### config.mk
export PLATFORM = sky130hd
export DESIGN_NAME = dcache_ctrl_flat
export DESIGN_NICKNAME = d
export VERILOG_FILES = /design/src/rtl/dcache_ctrl_if.sv /design/src/rtl/dcache_ctrl.sv /design/src/flat_wrapper.sv
export SDC_FILE = /design/constraint.sdc
export NUM_CORES = 1
export LEC_CHECK = 0
export CORE_MARGIN = 10
export CORE_UTILIZATION = 55
export CTS_BUF_LIST = sky130_fd_sc_hd__clkbuf_4 sky130_fd_sc_hd__clkbuf_8 sky130_fd_sc_hd__clkbuf_16
export CTS_CLUSTER_SIZE = 40
export DETAILED_ROUTE_END_ITERATION = 8
export GPL_ROUTABILITY_DRIVEN = 0
export GPL_TIMING_DRIVEN = 0
export PLACE_DENSITY = 0.75
export REMOVE_ABC_BUFFERS = 1
export SETUP_SLACK_MARGIN = 0.15
export SLEW_MARGIN = 10
export SYNTH_ARGS = -nofsm -noshare
export SYNTH_HDL_FRONTEND = slang
export SYNTH_SLANG_ARGS = --single-unit
### constraint.sdc
create_clock -name CLK -period 4.78 [get_ports CLK]
set_input_delay 0.717 -clock CLK [delete_from_list [all_inputs] [get_ports CLK]]
set_output_delay 0.717 -clock CLK [all_outputs]
set_load 0.05 [all_outputs]
### src/rtl/dcache_ctrl_if.sv
// CPU-side and memory-side signal bundle for the direct-mapped data cache.
// The slave modport is the cache's view; the master modport is the CPU plus memory.
interface dcache_ctrl_if #(
    parameter int ADDR_W = 8
);
    logic              READ;
    logic              WRITE;
    logic [ADDR_W-1:0] ADDRESS;
    logic [7:0]        WRITEDATA;
    logic [7:0]        READDATA;
    logic              BUSYWAIT;
    logic              MEM_READ;
    logic              MEM_WRITE;
    logic [ADDR_W-3:0] MEM_ADDRESS;
    logic [31:0]       MEM_WRITEDATA;
    logic [31:0]       MEM_READDATA;
    logic              MEM_BUSYWAIT;

    modport slave (
        input  READ, WRITE, ADDRESS, WRITEDATA, MEM_READDATA, MEM_BUSYWAIT,
        output READDATA, BUSYWAIT, MEM_READ, MEM_WRITE, MEM_ADDRESS, MEM_WRITEDATA
    );
    modport master (
        output READ, WRITE, ADDRESS, WRITEDATA, MEM_READDATA, MEM_BUSYWAIT,
        input  READDATA, BUSYWAIT, MEM_READ, MEM_WRITE, MEM_ADDRESS, MEM_WRITEDATA
    );
endinterface

### src/rtl/dcache_ctrl.sv
// Direct-mapped write-back data cache with byte CPU port and block-wide memory port.
// Misses run WRITEBACK (dirty victim) -> ALLOCATE -> UPDATE, then the held request hits in IDLE.
module dcache_ctrl #(
    parameter int NUM_BLOCKS = 8,
    parameter int ADDR_W     = 8
) (
    input  logic        CLK,
    input  logic        RESET,
    dcache_ctrl_if.slave bus
);
    localparam int IDX_W = $clog2(NUM_BLOCKS);
    localparam int TAG_W = ADDR_W - 2 - IDX_W;

    typedef enum logic [1:0] {IDLE, WRITEBACK, ALLOCATE, UPDATE} state_t;

    state_t r_state, w_next;

    logic [NUM_BLOCKS-1:0] r_valid;
    logic [NUM_BLOCKS-1:0] r_dirty;
    logic [TAG_W-1:0]      r_tag  [NUM_BLOCKS];
    logic [31:0]           r_data [NUM_BLOCKS];
    logic [31:0]           r_blk;

    logic [1:0]       w_off;
    logic [IDX_W-1:0] w_idx;
    logic [TAG_W-1:0] w_tag;
    logic             w_req;
    logic             w_hit;
    logic             w_wr_hit;
    logic             w_fill;

    assign w_off    = bus.ADDRESS[1:0];
    assign w_idx    = bus.ADDRESS[IDX_W+1:2];
    assign w_tag    = bus.ADDRESS[ADDR_W-1:IDX_W+2];
    assign w_req    = bus.READ | bus.WRITE;
    assign w_hit    = r_valid[w_idx] && (r_tag[w_idx] == w_tag);
    // READ+WRITE together counts as a store, so WRITE alone decides the store path
    assign w_wr_hit = (r_state == IDLE) && bus.WRITE && w_hit;
    assign w_fill   = (r_state == ALLOCATE) && !bus.MEM_BUSYWAIT;

    assign bus.BUSYWAIT = w_req && !((r_state == IDLE) && w_hit);
    assign bus.READDATA = r_data[w_idx][{w_off, 3'b000} +: 8];

    always_ff @(posedge CLK) begin
        if (RESET) r_state <= IDLE;
        else       r_state <= w_next;
    end

    always_comb begin
        w_next            = r_state;
        bus.MEM_READ      = 1'b0;
        bus.MEM_WRITE     = 1'b0;
        bus.MEM_ADDRESS   = '0;
        bus.MEM_WRITEDATA = '0;
        case (r_state)
            IDLE: begin
                if (w_req && !w_hit)
                    w_next = (r_valid[w_idx] && r_dirty[w_idx]) ? WRITEBACK : ALLOCATE;
            end
            WRITEBACK: begin
                bus.MEM_WRITE     = 1'b1;
                bus.MEM_ADDRESS   = {r_tag[w_idx], w_idx};
                bus.MEM_WRITEDATA = r_data[w_idx];
                if (!bus.MEM_BUSYWAIT) w_next = ALLOCATE;
            end
            ALLOCATE: begin
                bus.MEM_READ    = 1'b1;
                bus.MEM_ADDRESS = {w_tag, w_idx};
                if (!bus.MEM_BUSYWAIT) w_next = UPDATE;
            end
            UPDATE:  w_next = IDLE;
            default: w_next = IDLE;
        endcase
    end

    always_ff @(posedge CLK) begin
        if (RESET) begin
            r_valid <= '0;
            r_dirty <= '0;
        end else if (r_state == UPDATE) begin
            r_valid[w_idx] <= 1'b1;
            r_dirty[w_idx] <= 1'b0;
        end else if (w_wr_hit) begin
            r_dirty[w_idx] <= 1'b1;
        end
    end

    // Tags and data need no reset; a reset edge must not commit a pending fill or store
    always_ff @(posedge CLK) begin
        if (!RESET) begin
            if (r_state == UPDATE) begin
                r_data[w_idx] <= r_blk;
                r_tag[w_idx]  <= w_tag;
            end else if (w_wr_hit) begin
                r_data[w_idx][{w_off, 3'b000} +: 8] <= bus.WRITEDATA;
            end
            if (w_fill) r_blk <= bus.MEM_READDATA;
        end
    end
endmodule

### src/flat_wrapper.sv
// flat-port wrapper written by rule: the top's interface ports become plain ports
module dcache_ctrl_flat 
#(
    parameter int NUM_BLOCKS = 8,
    parameter int ADDR_W     = 8
)
  (CLK, RESET, bus_READ, bus_WRITE, bus_ADDRESS, bus_WRITEDATA, bus_MEM_READDATA, bus_MEM_BUSYWAIT, bus_READDATA, bus_BUSYWAIT, bus_MEM_READ, bus_MEM_WRITE, bus_MEM_ADDRESS, bus_MEM_WRITEDATA);
  dcache_ctrl_if #(.ADDR_W(ADDR_W)) bus_i ();
  input  logic CLK;
  input  logic RESET;
  input wire logic [$bits(bus_i.READ)-1:0] bus_READ;
  input wire logic [$bits(bus_i.WRITE)-1:0] bus_WRITE;
  input wire logic [$bits(bus_i.ADDRESS)-1:0] bus_ADDRESS;
  input wire logic [$bits(bus_i.WRITEDATA)-1:0] bus_WRITEDATA;
  input wire logic [$bits(bus_i.MEM_READDATA)-1:0] bus_MEM_READDATA;
  input wire logic [$bits(bus_i.MEM_BUSYWAIT)-1:0] bus_MEM_BUSYWAIT;
  output wire logic [$bits(bus_i.READDATA)-1:0] bus_READDATA;
  output wire logic [$bits(bus_i.BUSYWAIT)-1:0] bus_BUSYWAIT;
  output wire logic [$bits(bus_i.MEM_READ)-1:0] bus_MEM_READ;
  output wire logic [$bits(bus_i.MEM_WRITE)-1:0] bus_MEM_WRITE;
  output wire logic [$bits(bus_i.MEM_ADDRESS)-1:0] bus_MEM_ADDRESS;
  output wire logic [$bits(bus_i.MEM_WRITEDATA)-1:0] bus_MEM_WRITEDATA;
  assign bus_i.READ = bus_READ;
  assign bus_i.WRITE = bus_WRITE;
  assign bus_i.ADDRESS = bus_ADDRESS;
  assign bus_i.WRITEDATA = bus_WRITEDATA;
  assign bus_i.MEM_READDATA = bus_MEM_READDATA;
  assign bus_i.MEM_BUSYWAIT = bus_MEM_BUSYWAIT;
  assign bus_READDATA = bus_i.READDATA;
  assign bus_BUSYWAIT = bus_i.BUSYWAIT;
  assign bus_MEM_READ = bus_i.MEM_READ;
  assign bus_MEM_WRITE = bus_i.MEM_WRITE;
  assign bus_MEM_ADDRESS = bus_i.MEM_ADDRESS;
  assign bus_MEM_WRITEDATA = bus_i.MEM_WRITEDATA;
  dcache_ctrl #(.NUM_BLOCKS(NUM_BLOCKS), .ADDR_W(ADDR_W)) u_core (.CLK(CLK), .RESET(RESET), .bus(bus_i));
endmodule
==> flow_summary.json, run 1 <==
{
  "fmax_mhz": 217,
  "synth.distinct_cells": 50,
  "yosys.area_share.simple_pct": 7.01,
  "worstSetupStartpointType": "primary input",
  "setup_slack_ns": 0.173,
  "p_sw_mw": 1.66,
  "synthXorXnorAreaFrac_pct": 0.115,
  "synth_top_family_by_area": "compound AO/OA/AOI/OAI gates",
  "avgSynthCellArea_um2": 15.0,
  "synth_fa_ha_area_share_pct": 0.799,
  "status": "complete, no violations",
  "leakage_nw": 6.04,
  "firstDrtPassIters": 5,
  "synthMuxAreaShare_pct": 9.43,
  "pwr-share-seq_pct": 48.3,
  "drc": 0,
  "die_h_um": 180,
  "avgRoutedWirePerCell_um": 27.3,
  "n_antenna_cell": 0,
  "crit_path_end_kind": "output port",
  "clkPwrFrac_pct": 38.9,
  "drive_gt1_share_pct": 21.3,
  "gr-usage-all-layers_pct": 23.3,
  "syn2layout_area_growth_pct": 21.2,
  "setup_violations": 0,
  "hold_depth": 2,
  "drtIter0Drc": 1111,
  "syn_inst": 939,
  "root_buffer": "clkbuf_16",
  "r2r_start": "u_core.r_tag[3][1]",
  "powerDensity_nw_per_um2": 392,
  "r2r_cells": 7,
  "worstReg2RegEnd": "u_core.r_data[2][13]",
  "crit_start": "bus_ADDRESS[4]",
  "max-vdd-ir-drop_mv": 0.286,
  "cp.arrival_ns": 3.89,
  "hpwl_um": 26300,
  "r2r_slack_ns": 1.22,
  "internal_power_mw": 5.04,
  "fin_crit_ns": 4.61,
  "maxCapViolations": 0,
  "synth-seq-cells": 330,
  "skew_ns": 0.0178,
  "relSlewSlack_pct": 31.8,
  "tightest_slew_ns": 1.02,
  "finalCritPeriodShare_pct": 96.4,
  "clk_pin_slew_worst_paths_ns": 0.06,
  "grt_max_degree": 59,
  "dieArea_um2": 32400,
  "worstPathCellList": "buf_4 -> buf_16 -> nor2_1 -> a221oi_1 -> o21ai_0 -> and2_1 -> clkdlybuf4s50_1",
  "synth_compound_area_share_pct": 10.5,
  "rsz0062_at_grt": "false",
  "p_sw_share_pct": 24.8,
  "stdcell_count": 1430,
  "cts_tree": "done",
  "critPathKind": "in -> out",
  "initial_utilization_pct": 56.0,
  "first_global_vias": 9067,
  "ys_seq_area_share_pct": 69.0,
  "ant_nets": 0,
  "vias_per_cell": 6.45,
  "final_core_utilization_pct": 67.9,
  "report.final.slew_viol_count": 0,
  "grt_overflow_total": 0,
  "crit_path_max_fanout": 58,
  "cts_buffer_depth": 3,
  "fp.dieW_um": 180,
  "clock-sinks": 330,
  "worstSkewPairLatency_ns": 0.52,
  "holdCritPathClass": "reg -> reg",
  "p_comb_share_pct": 12.9,
  "synthesis.area_um2": 14100,
  "hold_violations": 0,
  "dpl.cell_count": 1361,
  "portBuffers": 101,
  "num_rows": 58,
  "num_io_pins": 102,
  "core_area_um2": 25200,
  "post-place-ws_ns": -0.987,
  "hold_buffers": 0,
  "wl_um": 39000,
  "antenna_found_initial": 0,
  "numCtsBuffers": 35,
  "synth_warnings": 0,
  "vias": 9226,
  "slowest_stage": "clkdlybuf4s50_1",
  "critical_path_required_ns": 4.06,
  "grt_pass1_wl_um": 57600,
  "slowest_delay_ns": 0.80,
  "fin_nets": 1140,
  "h-tree-depth": 2
}
timing repair:
action                     CTS  global route
pin swaps                    1             1
buffers inserted             5             4
resized for setup           22             5
setup endpoints to repair   41            13
gates cloned                 1             0
flip-flops by register name (all words and copies together), names as in the netlist, named ones only:
signal          count
u_core.r_state      2
u_core.r_blk       32
u_core.r_data     256
u_core.r_tag       24
u_core.r_valid      8
through the flow:
step	hold slack, ns	power [mW]	TNS [ns]	cell area [µm²]
CTS	0.456	6.71	0	17000
global placement	0.433	4.12	-2176.75	15300
detailed placement	0.443	4.14	-26.10	15900
finish	0.457	6.70	0	17100
floorplan	0.420	3.78	0	13800
global route	0.483	6.87	0	17100
placed cells by master (no fill, tap or decap), types with 12 or more instances in the layout:
| cell | synthesis | layout |
|---|---|---|
| a21oi_1 | 32 | 32 |
| a221oi_1 | 50 | 50 |
| a22oi_1 | 25 | 25 |
| and2_1 | 35 | 35 |
| buf_4 | 1 | 47 |
| clkbuf_16 | 0 | 35 |
| clkdlybuf4s50_1 | 0 | 86 |
| dfxtp_1 | 18 | 18 |
| edfxtp_1 | 312 | 312 |
| inv_1 | 45 | 43 |
| mux2_2 | 43 | 43 |
| mux2i_1 | 53 | 53 |
| mux4_2 | 14 | 14 |
| nand2_1 | 55 | 55 |
| nand3_1 | 12 | 12 |
| nor2_1 | 34 | 24 |
| o21ai_0 | 28 | 27 |
| o31ai_2 | 0 | 32 |
| or3_1 | 13 | 13 |
area by class of cell:
type,instances,area [µm²]
Sequential cell,330,9730
Fill cell,1666,8090
Multi-Input combinational cell,509,4190
Timing Repair Buffer,153,1470
Clock buffer,39,906
Tap cell,330,413
Clock inverter,20,195
Inverter,48,189
Timing Repair inverter,1,5.00
critical path: cells and delay by family:
family | cells | cell delay (ns)
and+or+nand+nor | 2 | 0.91
buffers and inverters | 3 | 1.27
AOI/OAI and AO/OA | 2 | 0.92
metal layers:
metal | GRT usage (%) | vias to the layer above | wire [µm]
met5 | 0 | - | 0
met4 | 10.2 | 0 | 1750
met3 | 5.58 | 109 | 4090
met2 | 37.0 | 621 | 18500
met1 | 29.9 | 4542 | 14800
li1 | - | 3954 | -
worst max-delay path by stage:
| stage | endpoint | slack [ns] | cells after the start |
|---|---|---|---|
| 4_1_cts | bus_READDATA[6] | 0.007 | 8 |
| 3_5_place_dp | bus_READDATA[4] | -0.99 | 7 |
| 3_3_place_gp | bus_READDATA[6] | -4.86 | 7 |
| 5_1_grt | bus_READDATA[1] | 0.16 | 6 |
| 6_report | bus_MEM_WRITEDATA[30] | 0.17 | 7 |
| 2_1_floorplan | u_core.r_blk[0] | 0.86 | 3 |
kinds of logic after synthesis:
logic type                 Yosys count
DFF                                330
AOI/OAI and AO/OA                  203
and+or+nand+nor                    186
muxes                              110
buffers and inverters              100
adders and majority gates            9
xor gates and xnor gates             1
cell usage after synthesis (all sizes together):
cell      n  area (µm²)
edfxtp  312        9370
nand2    56         218
a221oi   53         494
mux2i    53         531
inv      47         176
mux2     43         484
and2     35         219
nor2     34         128
a21oi    32         160
clkbuf   32         120
o31ai    32         240
o21ai    29         145
a22oi    25         188
buf      20         138
dfxtp    18         360
nand3    16         130
mux4     14         315
or3      14        92.6
o22ai    11        75.1
ha        9         113
nor3      8        40.0
a221o     7        70.1
nand2b    6        37.5
nor3b     6        45.0
a22o      4        35.0
a21boi    3        22.5
nand3b    3        22.5
nor2b     3        18.8
a311oi    2        17.5
and3      2        12.5
o21a      2        15.0
a211oi    1        7.51
a32oi     1        8.76
clkinv    1        3.75
nand4b    1        8.76
o21bai    1        7.51
or2       1        8.76
or4       1        7.51
xnor2     1        16.3
power groups by stage:
| stage | registers, mW | logic (mW) | clock network, mW |
|---|---|---|---|
| finish | 3.24 | 0.861 | 2.60 |
| global route | 3.24 | 0.909 | 2.73 |
| CTS | 3.24 | 0.853 | 2.62 |
| detailed placement | 3.30 | 0.844 | 0 |
| global placement | 3.30 | 0.819 | 0 |
| floorplan | 3.29 | 0.482 | 0 |
Note: power is estimated with default switching activity, not from simulation.
==> inputs of run 2 (changes only) <==
--- a/config.mk
+++ b/config.mk
@@ -10,12 +10,11 @@
 export CTS_BUF_LIST = sky130_fd_sc_hd__clkbuf_4 sky130_fd_sc_hd__clkbuf_8 sky130_fd_sc_hd__clkbuf_16
 export CTS_CLUSTER_SIZE = 40
 export DETAILED_ROUTE_END_ITERATION = 8
-export GPL_ROUTABILITY_DRIVEN = 0
 export GPL_TIMING_DRIVEN = 0
 export PLACE_DENSITY = 0.75
 export REMOVE_ABC_BUFFERS = 1
 export SETUP_SLACK_MARGIN = 0.15
-export SLEW_MARGIN = 10
+export SLEW_MARGIN = 20
 export SYNTH_ARGS = -nofsm -noshare
 export SYNTH_HDL_FRONTEND = slang
 export SYNTH_SLANG_ARGS = --single-unit
==> flow_summary.json, run 2 (synthesized netlist as in run 1, its figures left out) <==
{
  "status": "complete, no violations",
  "cp.depth": 9,
  "stdcell_count": 1432,
  "max-vdd-ir-drop_mv": 0.270,
  "r2r_start": "u_core.r_tag[3][1]",
  "fmax_mhz": 218,
  "crit_path_end_kind": "output port",
  "dieArea_um2": 32400,
  "crit_path_max_fanout": 38,
  "core_area_um2": 25200,
  "syn2layout_area_growth_pct": 21.2,
  "final_cell_mix": "edfxtp_1 (312), clkdlybuf4s50_1 (96), nand2_1 (55), mux2i_1 (53)",
  "rsz0062_at_grt": "false",
  "hpwl_um": 26800,
  "num_rows": 58,
  "reg_top3": "u_core.r_data x256, u_core.r_blk x32, u_core.r_tag x24",
  "p_sw_mw": 1.64,
  "firstDrtPassIters": 5,
  "root_buffer": "clkbuf_16",
  "antenna_found_initial": 1,
  "clock-sinks": 330,
  "initial_utilization_pct": 56.0,
  "dpl.cell_count": 1362,
  "cp.arrival_ns": 3.86,
  "ant_nets": 0,
  "fillers": 1678,
  "clk_pin_slew_worst_paths_ns": 0.06,
  "h-tree-depth": 1,
  "final_common_cell": "edfxtp_1",
  "p_sw_share_pct": 24.7,
  "internal_power_mw": 5.00,
  "p_comb_share_pct": 13.1,
  "n_antenna_cell": 0,
  "numCtsBuffers": 31,
  "drtIter0Drc": 1294,
  "hold_depth": 2,
  "report.final.slew_viol_count": 0,
  "critPathKind": "in -> out",
  "cts_tree": "done",
  "fin_crit_ns": 4.58,
  "slowest_delay_ns": 0.82,
  "r2r_slack_ns": 0.90,
  "hold_violations": 0,
  "finalCritPeriodShare_pct": 95.8,
  "place_area_um2": 15900,
  "r2r_cells": 7,
  "largest_reg_flops": 256,
  "vias_per_cell": 6.51,
  "holdCritPathClass": "reg -> reg",
  "tightest_slew_ns": 0.926,
  "relSlewSlack_pct": 37.8,
  "drc": 0,
  "drive_gt1_share_pct": 21.8,
  "cp_top_family": "buffers and inverters",
  "die_h_um": 180,
  "critPathBufInv": 4,
  "fin_nets": 1140,
  "largest-register": "u_core.r_data",
  "pwr-share-seq_pct": 48.7,
  "leakage_nw": 5.97,
  "worstSetupStartpointType": "primary input",
  "clkPwrFrac_pct": 38.2,
  "portBuffers": 101,
  "first_global_vias": 9020,
  "wl_um": 39600,
  "worstPathCellList": "buf_6 -> clkinvlp_4 -> buf_4 -> nor2_2 -> a22o_1 -> a221oi_1 -> o21ai_1 -> mux4_2 -> clkdlybuf4s50_1",
  "slowest_stage": "clkdlybuf4s50_1",
  "vias": 9323,
  "worstReg2RegEnd": "u_core.r_data[2][11]",
  "powerDensity_nw_per_um2": 389,
  "grt_overflow_total": 0,
  "setup_violations": 0,
  "skew_ns": 0.0114,
  "gr-usage-all-layers_pct": 23.5,
  "cts_buffer_depth": 3,
  "hold_buffers": 0,
  "maxCapViolations": 0,
  "setup_tns_ns": 0,
  "grt_max_degree": 50,
  "fp.dieW_um": 180,
  "place.gp.congestion": 0.861,
  "avgRoutedWirePerCell_um": 27.6,
  "final_core_utilization_pct": 67.8,
  "final_area_um2": 17100,
  "num_io_pins": 102,
  "grt_pass1_wl_um": 58300,
  "worstSkewPairLatency_ns": 0.57,
  "critical_path_required_ns": 4.06
}
-- run 2: cell count changes in the layout (fill, tap and decap cells not counted), moves of 4 or more --
cell             previous run  this run
clkbuf_16                  35        31
nor2_4                      3         7
clkdlybuf4s50_1            86        96
dlygate4sd2_1               7         0
-- run 2: layout make-up --
type	instances	area, µm²	share of cell area (%)
Sequential cell	330	9730	57.0
Multi-Input combinational cell	509	4200	24.6
Timing Repair Buffer	157	1490	8.74
Clock buffer	35	812	4.75
Tap cell	330	413	2.42
Clock inverter	22	241	1.41
Inverter	48	190	1.11
Timing Repair inverter	1	5.00	0.0293
-- run 2: worst min-delay path, delay by kind of cell, from the launching register on --
kind,cells,cell delay (ns)
compound gates,1,0.06
flops,1,0.33
simple gates,1,0.04
-- run 2: worst max-delay path by stage --
stage	start	to	slack (ns)
after floorplan	u_core.r_state[0]	u_core.r_blk[0]	0.86
after global placement	bus_ADDRESS[3]	bus_READDATA[6]	-4.86
after detailed placement	bus_ADDRESS[2]	bus_READDATA[6]	-0.70
after CTS	bus_ADDRESS[3]	bus_READDATA[0]	0.17
after global routing	bus_ADDRESS[2]	bus_READDATA[4]	0.17
final	bus_ADDRESS[2]	bus_READDATA[4]	0.20
-- run 2: what timing repair did --
action	CTS	global route
pin swaps	1	1
gates cloned	1	0
endpoints found under the hold margin	0	0
gates resized for setup	18	5
buffers inserted	9	3
setup endpoints to repair	38	7
-- run 2: per-stage QoR --
stage / worst slack (ns) / hold WS [ns] / power, mW
2_1_floorplan: 0.862 / 0.420 / 3.78
3_3_place_gp: -4.86 / 0.433 / 4.12
3_5_place_dp: -0.704 / 0.444 / 4.14
4_1_cts: 0.169 / 0.459 / 6.65
5_1_grt: 0.165 / 0.482 / 6.82
6_report: 0.199 / 0.459 / 6.65
-- run 2: metal layers --
layer	share of wire (%)	vias up	track usage, %
met5	0	-	0
met4	3.9	0	9.71
met3	11	94	4.92
met2	48	636	37.5
met1	37	4637	30.7
li1	-	3956	-
-- run 2: power groups by stage --
stage / clock network (mW) / logic (mW) / registers (mW)
finish: 2.54 / 0.872 / 3.23
global route: 2.66 / 0.920 / 3.24
CTS: 2.55 / 0.866 / 3.23
detailed placement: 0 / 0.847 / 3.30
global placement: 0 / 0.819 / 3.30
floorplan: 0 / 0.482 / 3.29
